--- src/rtl/jk_pkg.sv ---
// ---------------------------------------------------------------------------
// jk_pkg
// Shared definitions for the JK command sequencer:
//   - OP_* : command op encoding, identical to the JK {j,k} input pair
//   - state_t : sequencer FSM states
// ---------------------------------------------------------------------------
package jk_pkg;

  localparam logic [1:0] OP_HOLD   = 2'b00;
  localparam logic [1:0] OP_CLEAR  = 2'b01;
  localparam logic [1:0] OP_SET    = 2'b10;
  localparam logic [1:0] OP_TOGGLE = 2'b11;

  typedef enum logic [1:0] {
    ST_IDLE  = 2'd0,
    ST_DRIVE = 2'd1,
    ST_CHECK = 2'd2
  } state_t;

endpackage

--- src/rtl/jk_next_state.sv ---
// ---------------------------------------------------------------------------
// jk_next_state
// Combinational JK flip-flop next-state function.
// Ports:
//   q      in  : current flip-flop state
//   j, k   in  : JK drive pair
//   q_next out : state after one clock edge with this drive
// ---------------------------------------------------------------------------
module jk_next_state
  import jk_pkg::*;
(
  input  logic q,
  input  logic j,
  input  logic k,
  output logic q_next
);

  always_comb begin
    q_next = q;
    case ({j, k})
      OP_HOLD:   q_next = q;
      OP_CLEAR:  q_next = 1'b0;
      OP_SET:    q_next = 1'b1;
      OP_TOGGLE: q_next = ~q;
      default:   q_next = q;
    endcase
  end

endmodule

--- src/rtl/jk_cmd_sequencer.sv ---
// ---------------------------------------------------------------------------
// jk_cmd_sequencer
// Accepts {op, repeat} commands and applies the op (cmd_rpt+1) times to a
// downstream JK flip-flop, one DRIVE cycle followed by one CHECK cycle per
// application. It predicts the downstream q and flags a sticky error when
// the fed-back q disagrees with the prediction.
// Ports:
//   clk, reset        : clock, asynchronous active-high reset
//   cmd_valid/ready   : command handshake (ready only in IDLE)
//   cmd_op, cmd_rpt   : JK op and repeat count (applications = cmd_rpt+1)
//   clr_err           : synchronous clear of err (a same-edge mismatch wins)
//   q_fb              : q fed back from the downstream flip-flop
//   j, k              : registered drive to the downstream flip-flop
//   exp_q             : predicted downstream q
//   busy, done, err   : command in progress, completion pulse, sticky error
// ---------------------------------------------------------------------------
module jk_cmd_sequencer
  import jk_pkg::*;
#(
  parameter int RPT_W = 4
)(
  input  logic             clk,
  input  logic             reset,
  input  logic             cmd_valid,
  output logic             cmd_ready,
  input  logic [1:0]       cmd_op,
  input  logic [RPT_W-1:0] cmd_rpt,
  input  logic             clr_err,
  input  logic             q_fb,
  output logic             j,
  output logic             k,
  output logic             exp_q,
  output logic             busy,
  output logic             done,
  output logic             err
);

  state_t           r_state;
  logic [1:0]       r_op;
  logic [RPT_W-1:0] r_rem;
  logic             r_j;
  logic             r_k;
  logic             r_exp_q;
  logic             r_done;
  logic             r_err;

  logic             w_accept;
  logic             w_mismatch;
  logic             w_q_next;

  assign w_accept   = cmd_valid && (r_state == ST_IDLE);
  // The downstream flop updated at the edge ending DRIVE, so during CHECK
  // its q must already equal the prediction.
  assign w_mismatch = (r_state == ST_CHECK) && (q_fb != r_exp_q);

  // Prediction uses the registered drive, i.e. exactly what the downstream
  // flop sees at the edge ending DRIVE.
  jk_next_state u_next (
    .q      (r_exp_q),
    .j      (r_j),
    .k      (r_k),
    .q_next (w_q_next)
  );

  always_ff @(posedge clk or posedge reset) begin
    if (reset) begin
      r_state <= ST_IDLE;
      r_op    <= OP_HOLD;
      r_rem   <= '0;
      r_j     <= 1'b0;
      r_k     <= 1'b0;
      r_exp_q <= 1'b0;
      r_done  <= 1'b0;
      r_err   <= 1'b0;
    end else begin
      r_done <= 1'b0;

      // Set has priority over clear so a mismatch is never lost.
      if (w_mismatch) begin
        r_err <= 1'b1;
      end else if (clr_err) begin
        r_err <= 1'b0;
      end

      case (r_state)
        ST_IDLE: begin
          if (w_accept) begin
            r_op    <= cmd_op;
            r_rem   <= cmd_rpt;
            r_j     <= cmd_op[1];
            r_k     <= cmd_op[0];
            r_state <= ST_DRIVE;
          end
        end
        ST_DRIVE: begin
          r_exp_q <= w_q_next;
          r_j     <= 1'b0;
          r_k     <= 1'b0;
          r_state <= ST_CHECK;
        end
        ST_CHECK: begin
          if (r_rem == '0) begin
            r_state <= ST_IDLE;
            r_done  <= 1'b1;
          end else begin
            // Only reached with r_rem > 0, so the decrement cannot underflow.
            r_rem   <= r_rem - RPT_W'(1);
            r_j     <= r_op[1];
            r_k     <= r_op[0];
            r_state <= ST_DRIVE;
          end
        end
        default: r_state <= ST_IDLE;
      endcase
    end
  end

  assign cmd_ready = (r_state == ST_IDLE);
  assign busy      = (r_state != ST_IDLE);
  assign j         = r_j;
  assign k         = r_k;
  assign exp_q     = r_exp_q;
  assign done      = r_done;
  assign err       = r_err;

endmodule

--- config.mk ---
export PLATFORM = sky130hd
export DESIGN_NAME = jk_cmd_sequencer
export DESIGN_NICKNAME = d
export VERILOG_FILES = /design/src/rtl/jk_pkg.sv /design/src/rtl/jk_next_state.sv /design/src/rtl/jk_cmd_sequencer.sv
export SDC_FILE = /design/constraint.sdc
export NUM_CORES = 1
export LEC_CHECK = 0
export CORE_MARGIN = 4
export CORE_UTILIZATION = 47
export CTS_CLUSTER_SIZE = 16
export DETAILED_ROUTE_END_ITERATION = 6
export GPL_TIMING_DRIVEN = 0
export PLACE_DENSITY = 0.8
export SLEW_MARGIN = 0
export SYNTH_ARGS = -nofsm -noshare
export SYNTH_HDL_FRONTEND = slang
export SYNTH_SLANG_ARGS = --single-unit
--- constraint.sdc ---
create_clock -name clk -period 2.2 [get_ports clk]
set_input_delay 0.55 -clock clk [delete_from_list [all_inputs] [get_ports clk]]
set_output_delay 0.55 -clock clk [all_outputs]
set_load 0.05 [all_outputs]
==> results.txt, run 1 <==
# setup viols final - 0
Core area - 1510 sq um
Placed wire-length estimate after detailed placement - 1110 um
Cell Count Post-Placement - 107
GRT Overall Usage - 14.3%
Initial antenna violation count - 0
Max Clock Freq - 477 MHz
Number of register bits inferred by synthesis - 13
Antenna diodes - 0
Post-detailed-route count of antenna-violating nets - 0
Effective utilization at floorplan - 49.2%
Critical Path Start Type - flop
Register share of total power - 32.1%
Detailed router's first-iteration violation count - 12
Sequential cell area in the final layout - 325 sq um
Vias in the first global route - 546
Switching share of power - 46.7%
Worst Setup Path Type - flop to primary output
Net count of the finished layout - 113
Syn avg cell area - 10.0 sq um
Internal power contribution - 744 uW
Cell at the root of the clock tree - sky130_fd_sc_hd__clkbuf_4
Post-synthesis sequential area ratio - 43.9%
Worst clock skew on the final layout - 0.00467 ns
Measured slew at the worst slew-check pin - 0.494 ns
Syn-to-layout area delta - 28.7%
Number of vias after detailed routing - 611
Static Leak - 0.000445 uW
Number of ports placed on the die boundary - 18
Layout cell share with drive strength beyond 1 - 10.5%
GRT overflow - 0
Power density over the cells - 1460 nW/um^2
Clock transition at path regs - 0.08 ns
Max capacitance violation total - 0
Number of clock sinks seen by CTS - 13
CP required - 1.65 ns
Combinational Power Share - 57.1%
Total wirelength of the detailed-routed design - 1430 um
Hold violation total from the final report - 0
Total die area - 2280 sq um
Slew HR - 66.9%
Setup bufs post-CTS - 0
Number of H-tree levels - 1
Total of warnings raised by yosys - 0
Final number of max-transition violations - 0
Arr. time, crit path - 1.55 ns
Weighted congestion reported at the end of routability-driven placement - 0.781
Die Y-Extent - 47.7 um
# DRC - 0
Die boundary width - 47.7 um
Min-delay worst type - flop to flop
Worst-Skew Late Latency - 0.28 ns
Finished Layout Cells - 111
Routed wire per std cell - 12.8 um
Status - complete, no violations
Number of I/O port buffers - 17
Worst ir drop on vdd - 0.929 mV
Max FO, Critical Path - 5
Final clock period utilization by the worst path - 95.2%
Count of TritonRoute iterations in the first routing pass - 4
Net count of the mapped netlist - 91
Post-Syn Area - 741 sq um
Final setup TNS - 0 ns
Largest net degree at the start of global routing - 14
Vias per Instance - 5.50
Buffers from clock root to sink, at most - 2
Clock Power Share - 10.8%
TritonCTS buffer count - 3
Final core area utilization - 63.3%
Cell count after synthesis - 74
Min Tclk post-route - 2.10 ns
Row count - 14
Clock tree from TritonCTS - built
Wire length of the first global-routing pass - 2240 um
Unrepaired setup endpoints after global routing - no
Number of different library cells in the post-synthesis netlist - 27
Number of filler instances in the final layout - 118
Endpoint kind of the worst setup timing path - primary output
Net switching power - 651 uW
Combined area of the multi-input logic cells - 369 sq um
## what timing repair did
action	in CTS	in global routing
hold buffers	0	0
cloned	0	0
resized for setup	4	2
pin swaps	0	0
endpoints found under the setup margin	2	1
endpoints found under the hold margin	0	0
## synthesized netlist by cell type
master / number / area [sq um]
sky130_fd_sc_hd__nor2_1: 3 / 11.3
sky130_fd_sc_hd__a21oi_1: 1 / 5.00
sky130_fd_sc_hd__nand3_1: 3 / 15.0
sky130_fd_sc_hd__a31oi_1: 2 / 12.5
sky130_fd_sc_hd__mux2_4: 2 / 30.0
sky130_fd_sc_hd__o31ai_1: 1 / 7.51
sky130_fd_sc_hd__dfrtp_1: 13 / 325
sky130_fd_sc_hd__nor4bb_1: 1 / 10.0
sky130_fd_sc_hd__buf_2: 1 / 5.00
sky130_fd_sc_hd__mux2i_1: 3 / 30.0
sky130_fd_sc_hd__clkbuf_1: 1 / 3.75
sky130_fd_sc_hd__xor2_1: 1 / 8.76
sky130_fd_sc_hd__nor2b_1: 3 / 18.8
sky130_fd_sc_hd__inv_1: 10 / 37.5
sky130_fd_sc_hd__o21ai_0: 6 / 30.0
sky130_fd_sc_hd__a22o_1: 1 / 8.76
sky130_fd_sc_hd__ha_1: 6 / 75.1
sky130_fd_sc_hd__mux2_1: 1 / 11.3
sky130_fd_sc_hd__o21ai_1: 1 / 5.00
sky130_fd_sc_hd__mux2_2: 1 / 11.3
sky130_fd_sc_hd__o32ai_1: 1 / 8.76
sky130_fd_sc_hd__or4_1: 2 / 15.0
sky130_fd_sc_hd__nand2_1: 5 / 18.8
sky130_fd_sc_hd__nor3_1: 2 / 10.0
sky130_fd_sc_hd__nor3b_1: 1 / 7.51
sky130_fd_sc_hd__nor3_2: 1 / 10.0
sky130_fd_sc_hd__a2bb2oi_1: 1 / 8.76
## sequential cells by signal, indices dropped and copies added (netlist names)
| register | flops |
|---|---|
| k | 1 |
| r_rem | 4 |
| r_state | 2 |
| err | 1 |
| r_op | 2 |
| done | 1 |
| exp_q | 1 |
| j | 1 |
## power by group through the flow
stage	clock, uW	combinational, uW	sequential (uW)
floorplan	0	491	549
global route	166	864	462
global placement	0	800	445
CTS	157	806	445
detailed placement	0	814	451
finish	150	797	448
## cells in the final DEF, fill, tap and decap left out, drive strengths merged
cell,n
clkdlybuf4s50,15
dfrtp,13
inv,10
o21ai,7
ha,6
clkbuf,6
nand2,5
mux2,4
mux2i,3
nor2b,3
nor2,3
nand3,3
nor3,3
or4,2
a31oi,2
nor4bb,1
buf,1
xor2,1
o31ai,1
a22o,1
a21oi,1
a2bb2oi,1
nor3b,1
o32ai,1
clkdlybuf4s15,1
## worst max-delay path: stages, from the launching register on
cell	delay, ns
sky130_fd_sc_hd__dfrtp_1	0.41
sky130_fd_sc_hd__inv_1	0.09
sky130_fd_sc_hd__ha_1	0.27
sky130_fd_sc_hd__inv_1	0.11
sky130_fd_sc_hd__clkdlybuf4s15_2	0.37
## final timing paths
path                             from        to  slack (ns)  cells past startpoint
max                        r_state[0]      busy        0.10                      4
min                                 k     exp_q        0.49                      1
max reg2reg                r_state[0]         k        0.43                      6
min reg2reg                         k     exp_q        0.49                      1
max in group asynchronous       reset   r_op[0]        1.30                      2
min in group asynchronous       reset  r_rem[3]        0.57                      2
## logic make-up (layout without fill, tap and decap cells)
kind of cell | Yosys count | count (layout) | synth area share, %
and+or+nand+nor | 21 | 21 | 15.7
adders and majority gates | 6 | 6 | 10.1
DFF | 13 | 13 | 43.9
buffers and inverters | 12 | 33 | 6.25
AOI/OAI and AO/OA | 14 | 14 | 11.7
xor gates and xnor gates | 1 | 1 | 1.18
muxes | 7 | 7 | 11.1
## area by class of cell
class	count	share of cell area (%)
repair buffers	17	17.5
plain buffers	2	0.919
flip-flops and latches	13	34.1
well taps	16	2.10
inverters	10	3.94
multi-input cells	49	38.7
clock buffers	4	2.76
## per-stage QoR
step | area (sq um) | total power, uW | setup slack, ns | hold slack (ns)
2_1_floorplan | 741 | 1040 | 0.234 | 0.427
3_3_place_gp | 931 | 1240 | -0.00357 | 0.468
3_5_place_dp | 931 | 1270 | -0.0132 | 0.481
4_1_cts | 957 | 1410 | 0.00663 | 0.494
5_1_grt | 953 | 1490 | 0.0176 | 0.516
6_report | 953 | 1400 | 0.105 | 0.487
## metal layers
metal / up-vias / wire [um] / GRT usage, %
met5: - / 0 / 0
met4: 0 / 36 / 9.68
met3: 3 / 91 / 2.26
met2: 20 / 643 / 22.2
met1: 290 / 654 / 18.1
li1: 298 / - / -
No activity file was read; power rests on OpenSTA's default activity.
==> run 2: changes to the inputs <==
--- a/config.mk
+++ b/config.mk
@@ -7,10 +7,12 @@
 export LEC_CHECK = 0
 export CORE_MARGIN = 4
 export CORE_UTILIZATION = 47
+export CTS_CLUSTER_DIAMETER = 60
 export CTS_CLUSTER_SIZE = 16
 export DETAILED_ROUTE_END_ITERATION = 6
 export GPL_TIMING_DRIVEN = 0
 export PLACE_DENSITY = 0.8
+export SETUP_SLACK_MARGIN = 0.05
 export SLEW_MARGIN = 0
 export SYNTH_ARGS = -nofsm -noshare
 export SYNTH_HDL_FRONTEND = slang
==> results.txt, run 2 (synthesis results as in run 1) <==
Status - complete, no violations
Syn-to-layout area delta - 29.7%
Number of clock sinks seen by CTS - 13
Cells on Worst Hold Path - 1
Number of vias after detailed routing - 616
GRT Overall Usage - 14.4%
Power density over the cells - 1470 nW/um^2
Die Y-Extent - 47.7 um
Stage delay of the slowest cell on the critical path - 0.82 ns
Worst ir drop on vdd - 0.952 mV
Post-detailed-route count of antenna-violating nets - 0
Min-delay worst type - flop to flop
Total die area - 2280 sq um
Number of flip-flops in the largest register - 4
Reg-to-reg slack, setup - 0.43 ns
CP required - 1.65 ns
Vias in the first global route - 553
Layout cell share with drive strength beyond 1 - 11.6%
Final clock period utilization by the worst path - 93.1%
Top Registers - r_rem: 4 flops, r_op: 2 flops, r_state: 2 flops
Setup bufs post-CTS - 0
Count of TritonRoute iterations in the first routing pass - 4
Row count - 14
Clock transition at path regs - 0.07 ns
Initial antenna violation count - 0
Net count of the finished layout - 113
Largest net degree at the start of global routing - 14
Effective utilization at floorplan - 49.2%
Cell chain of the critical path - clkdlybuf4s50_1
Die boundary width - 47.7 um
Clock tree from TritonCTS - built
Final number of max-transition violations - 0
Vias per Instance - 5.55
Register bank with the most flops - r_rem
Weighted congestion reported at the end of routability-driven placement - 0.781
Critical Path Start Type - flop
Arr. time, crit path - 1.50 ns
Max capacitance violation total - 0
Finished layout cell area - 961 sq um
TritonCTS buffer count - 3
Max Clock Freq - 488 MHz
Unrepaired setup endpoints after global routing - no
Number of I/O port buffers - 17
Slew HR - 66.9%
Total wirelength of the detailed-routed design - 1430 um
Critical path buffers and inverters - 1
Family with the most delay on the worst path - buffers and inverters
Routed wire per std cell - 12.8 um
Measured slew at the worst slew-check pin - 0.494 ns
Worst clock skew on the final layout - 0.00483 ns
Buffers from clock root to sink, at most - 2
Static Leak - 0.000445 uW
Worst-Skew Late Latency - 0.28 ns
Commonest non-fill, non-tap cells in the layout - sky130_fd_sc_hd__clkdlybuf4s50_1 (15), sky130_fd_sc_hd__dfrtp_1 (13), sky130_fd_sc_hd__inv_1 (10)
Wire length of the first global-routing pass - 2260 um
Area after DPL - 931 sq um
Endpoint kind of the worst setup timing path - primary output
Number of ports placed on the die boundary - 18
# setup viols final - 0
Number of H-tree levels - 1
Detailed router's first-iteration violation count - 14
Final setup TNS - 0 ns
Worst-case reg-to-reg path depth - 6
# DRC - 0
Critical Path Stages - 1
Max FO, Critical Path - 4
Worst Setup Path Type - flop to primary output
Hold violation total from the final report - 0
Core area - 1510 sq um
Slowest library cell on the worst path - sky130_fd_sc_hd__clkdlybuf4s50_1
Placed wire-length estimate after detailed placement - 1110 um
Leading cell type in the layout, fill and taps excluded - sky130_fd_sc_hd__clkdlybuf4s50_1
Antenna diodes - 0
Cell at the root of the clock tree - sky130_fd_sc_hd__clkbuf_4
Min Tclk post-route - 2.05 ns
GRT overflow - 0
run 2: cell count changes in the layout (fill, tap and decap cells not counted), sizes merged:
cell / delta
clkdlybuf4s18: +1
clkbuf: -1
run 2: through the flow:
step | worst slack [ns] | total power, uW | utilization (%) | instances | hold WS [ns]
final | 0.153 | 1410 | 63.8 | 111 | 0.487
after global routing | 0.0795 | 1510 | 63.8 | 111 | 0.516
after CTS | 0.0971 | 1410 | 63.7 | 111 | 0.494
after detailed placement | -0.0132 | 1270 | 61.8 | 107 | 0.481
after global placement | -0.00357 | 1240 | 61.8 | 107 | 0.468
after floorplan | 0.234 | 1040 | - | 74 | 0.427
run 2: path summary, 6_finish.rpt:
path | from | endpoint
min reg2reg | k | exp_q
max | exp_q | exp_q
max in group asynchronous | reset | r_op[0]
min in group asynchronous | reset | r_rem[3]
min | k | exp_q
max reg2reg | r_state[0] | k
run 2: layout make-up:
type | count | area (sq um)
flip-flops and latches | 13 | 325
clock buffers | 4 | 26.3
inverters | 10 | 37.5
fillers | 118 | 546
well taps | 16 | 20.0
multi-input cells | 49 | 372
repair buffers | 17 | 171
plain buffers | 2 | 8.76
run 2: power by group:
part	switching, uW	internal (uW)	leakage [uW]	total (uW)
logic	472	340	0.000269	811
clock network	79.9	70.5	0.0000150	150
registers	100	348	0.000161	448
total	652	758	0.000445	1410
run 2: what timing repair did:
item,CTS,global route
pin swaps,0,0
endpoints found under the setup margin,2,1
hold endpoints to repair,0,0
gates resized for setup,6,2
hold buffers,0,0
run 2: routing by layer:
metal	GRT usage [%]	part of all wire [%]
met5	0	0
met2	22.2	46
met1	18.3	44
met3	2.26	7.6
met4	9.68	2.5
==> patch (config.mk and constraints of run 2) <==
Re-encode `state_t` (3 states) as one-hot, 3 bits wide.
--- a/src/rtl/jk_pkg.sv
+++ b/src/rtl/jk_pkg.sv
@@ -13,6 +13,6 @@
 
-  typedef enum logic [1:0] {
-    ST_IDLE  = 2'd0,
-    ST_DRIVE = 2'd1,
-    ST_CHECK = 2'd2
+  typedef enum logic [2:0] {
+    ST_IDLE  = 3'b001,
+    ST_DRIVE = 3'b010,
+    ST_CHECK = 3'b100
   } state_t;
Function: same outputs for any inputs over 10 cycles, from zero or initial values and one cycle with reset high; not proved beyond that.
==> patch against run 2 <==
- count of clock-buffer cells in the layout is the same
- largest power group unchanged
- sequential cell count rose by 1
- critical path type unchanged
- critical path depth did not move
- final area shrank 0.91%
- wire length is 5.8% lower
- power is 2.3% lower
- core utilization up 5.9 points
- critical endpoint unchanged
- worst setup slack got worse by 0.0058 ns
- synthesized area fell by 2.9%
==> patch: results (changes against run 2) <==
multi_input_area_share_pct: 33.8  # -4.9 points
synthTopCellsByArea: "dfrtp_1 45%, inv_1 4.7%, mux2_4 4.2%"
grt_pass1_vias: 538  # -2.7%
fillers: 115  # -2.5%
num-nonclk-buffers: 20  # +1
inv_count: 9  # -1
internal_power_uw: 781  # +3.2%
irDropWorstVdd_mv: 0.889  # -6.6%
port_buffers: 17  # unchanged
synth_fa_ha_area_share_pct: 1.74  # -8.4 points
area_growth_pct: 32.3
instances_no_fill: 104  # -6.3%
yosys_warnings: 0  # unchanged
num-multi-input-gates: 42  # -14%
drive_above_1_share_pct: 19.1  # +7.5 points
grt_usage_pct: 15.1  # +0.79 points
dp_slack_ns: 0.0267  # +0.0399 ns
insertion_delay_ns: 0.28  # about the same
grt_max_degree: 15  # +1
p_total_mw: 1.38  # -2.3%
fin_skew_ns: 0.00883  # +0.00400 ns
nonClkBufAreaFrac_pct: 20.0  # +1.2 points
p_seq_share_pct: 34.6  # +2.8 points
synth.area.mux_share_pct: 7.30  # -3.8 points
gr-usage-met1_pct: 17.7  # -0.54 points
synth_xor_area_share_pct: 2.43  # +1.3 points
clock-sinks: 14  # +1
relSlewSlack_pct: 65.0  # -2.0 points
largest_registers: "r_rem (4), r_state (3), r_op (2)"
synthesis.nets: 80  # -12%
grt_first_pass_wirelength_um: 2260  # -0.31%
drtIter0Drc: 9  # -5
run_status: "complete, no violations"
topRoutingLayerUsed: "met3"
viasPerCell: 5.41  # -2.5%
wl_met2_um: 653  # +0.15%
multi_input_area_sq_um: 322  # -13%
gp_congestion: 0.835  # +7.0%
gr-usage-met3_pct: 8.05  # +5.8 points
cts_resized: 4  # -2
synthTopCellsByCount: "13 x dfrtp_1, 9 x inv_1, 4 x a21oi_1"
post_drt_wl_per_cell_um: 12.9  # +0.59%
synth_compound_area_share_pct: 17.4  # +5.7 points
dpl-instance-area_sq_um: 920  # -1.2%
clkCellAreaFrac_pct: 3.81  # +1.1 points
routedLengthMet1_um: 583  # -7.0%
critPathTopFamily: "buffers and inverters"
syn_area_per_cell_sq_um: 10.6  # +5.7%
hpwl_um: 1050  # -6.0%
pg_clk_uw: 178  # +19%
area.sequential_sq_um: 352  # +8.1%
yosysSeqAreaShare_pct: 48.9  # +5.0 points
clock_buffers: 4  # unchanged
leakagePower_nw: 0.420  # -5.6%
use_met2_pct: 24.7  # +2.5 points
synth.distinct_cells: 29  # +7.4%
wl_met3_um: 106  # -1.9%
patch: cell types whose count changed after synthesis, moves of 3 or more:
| cell | before | now |
|---|---|---|
| ha_1 | 6 | 1 |
| a21oi_1 | 1 | 4 |
| nor2b_1 | 3 | 0 |
| o21ai_0 | 6 | 3 |
| mux2i_1 | 3 | 0 |
| nand2_1 | 5 | 2 |
patch: worst reg2reg max path, delay by kind of cell, from the launching register on:
family                   cells  cell delay, ns
adder cells (fa/ha/maj)      1            0.20
buffers and inverters        1            0.07
flip-flops                   1            0.41
multiplexers                 1            0.30
AO/OA/AOI/OAI                1            0.11
AND/OR/NAND/NOR              2            0.69
patch: final timing paths:
path,endpoint,slack [ns],from,cells after the start
min in group asynchronous,done,0.60,reset,2
setup reg to reg,j,0.32,r_rem[0],6
hold / removal,exp_q,0.50,k,1
setup / recovery,exp_q,0.15,exp_q,1
hold reg to reg,exp_q,0.50,k,1
max in group asynchronous,r_state[0],1.23,reset,2
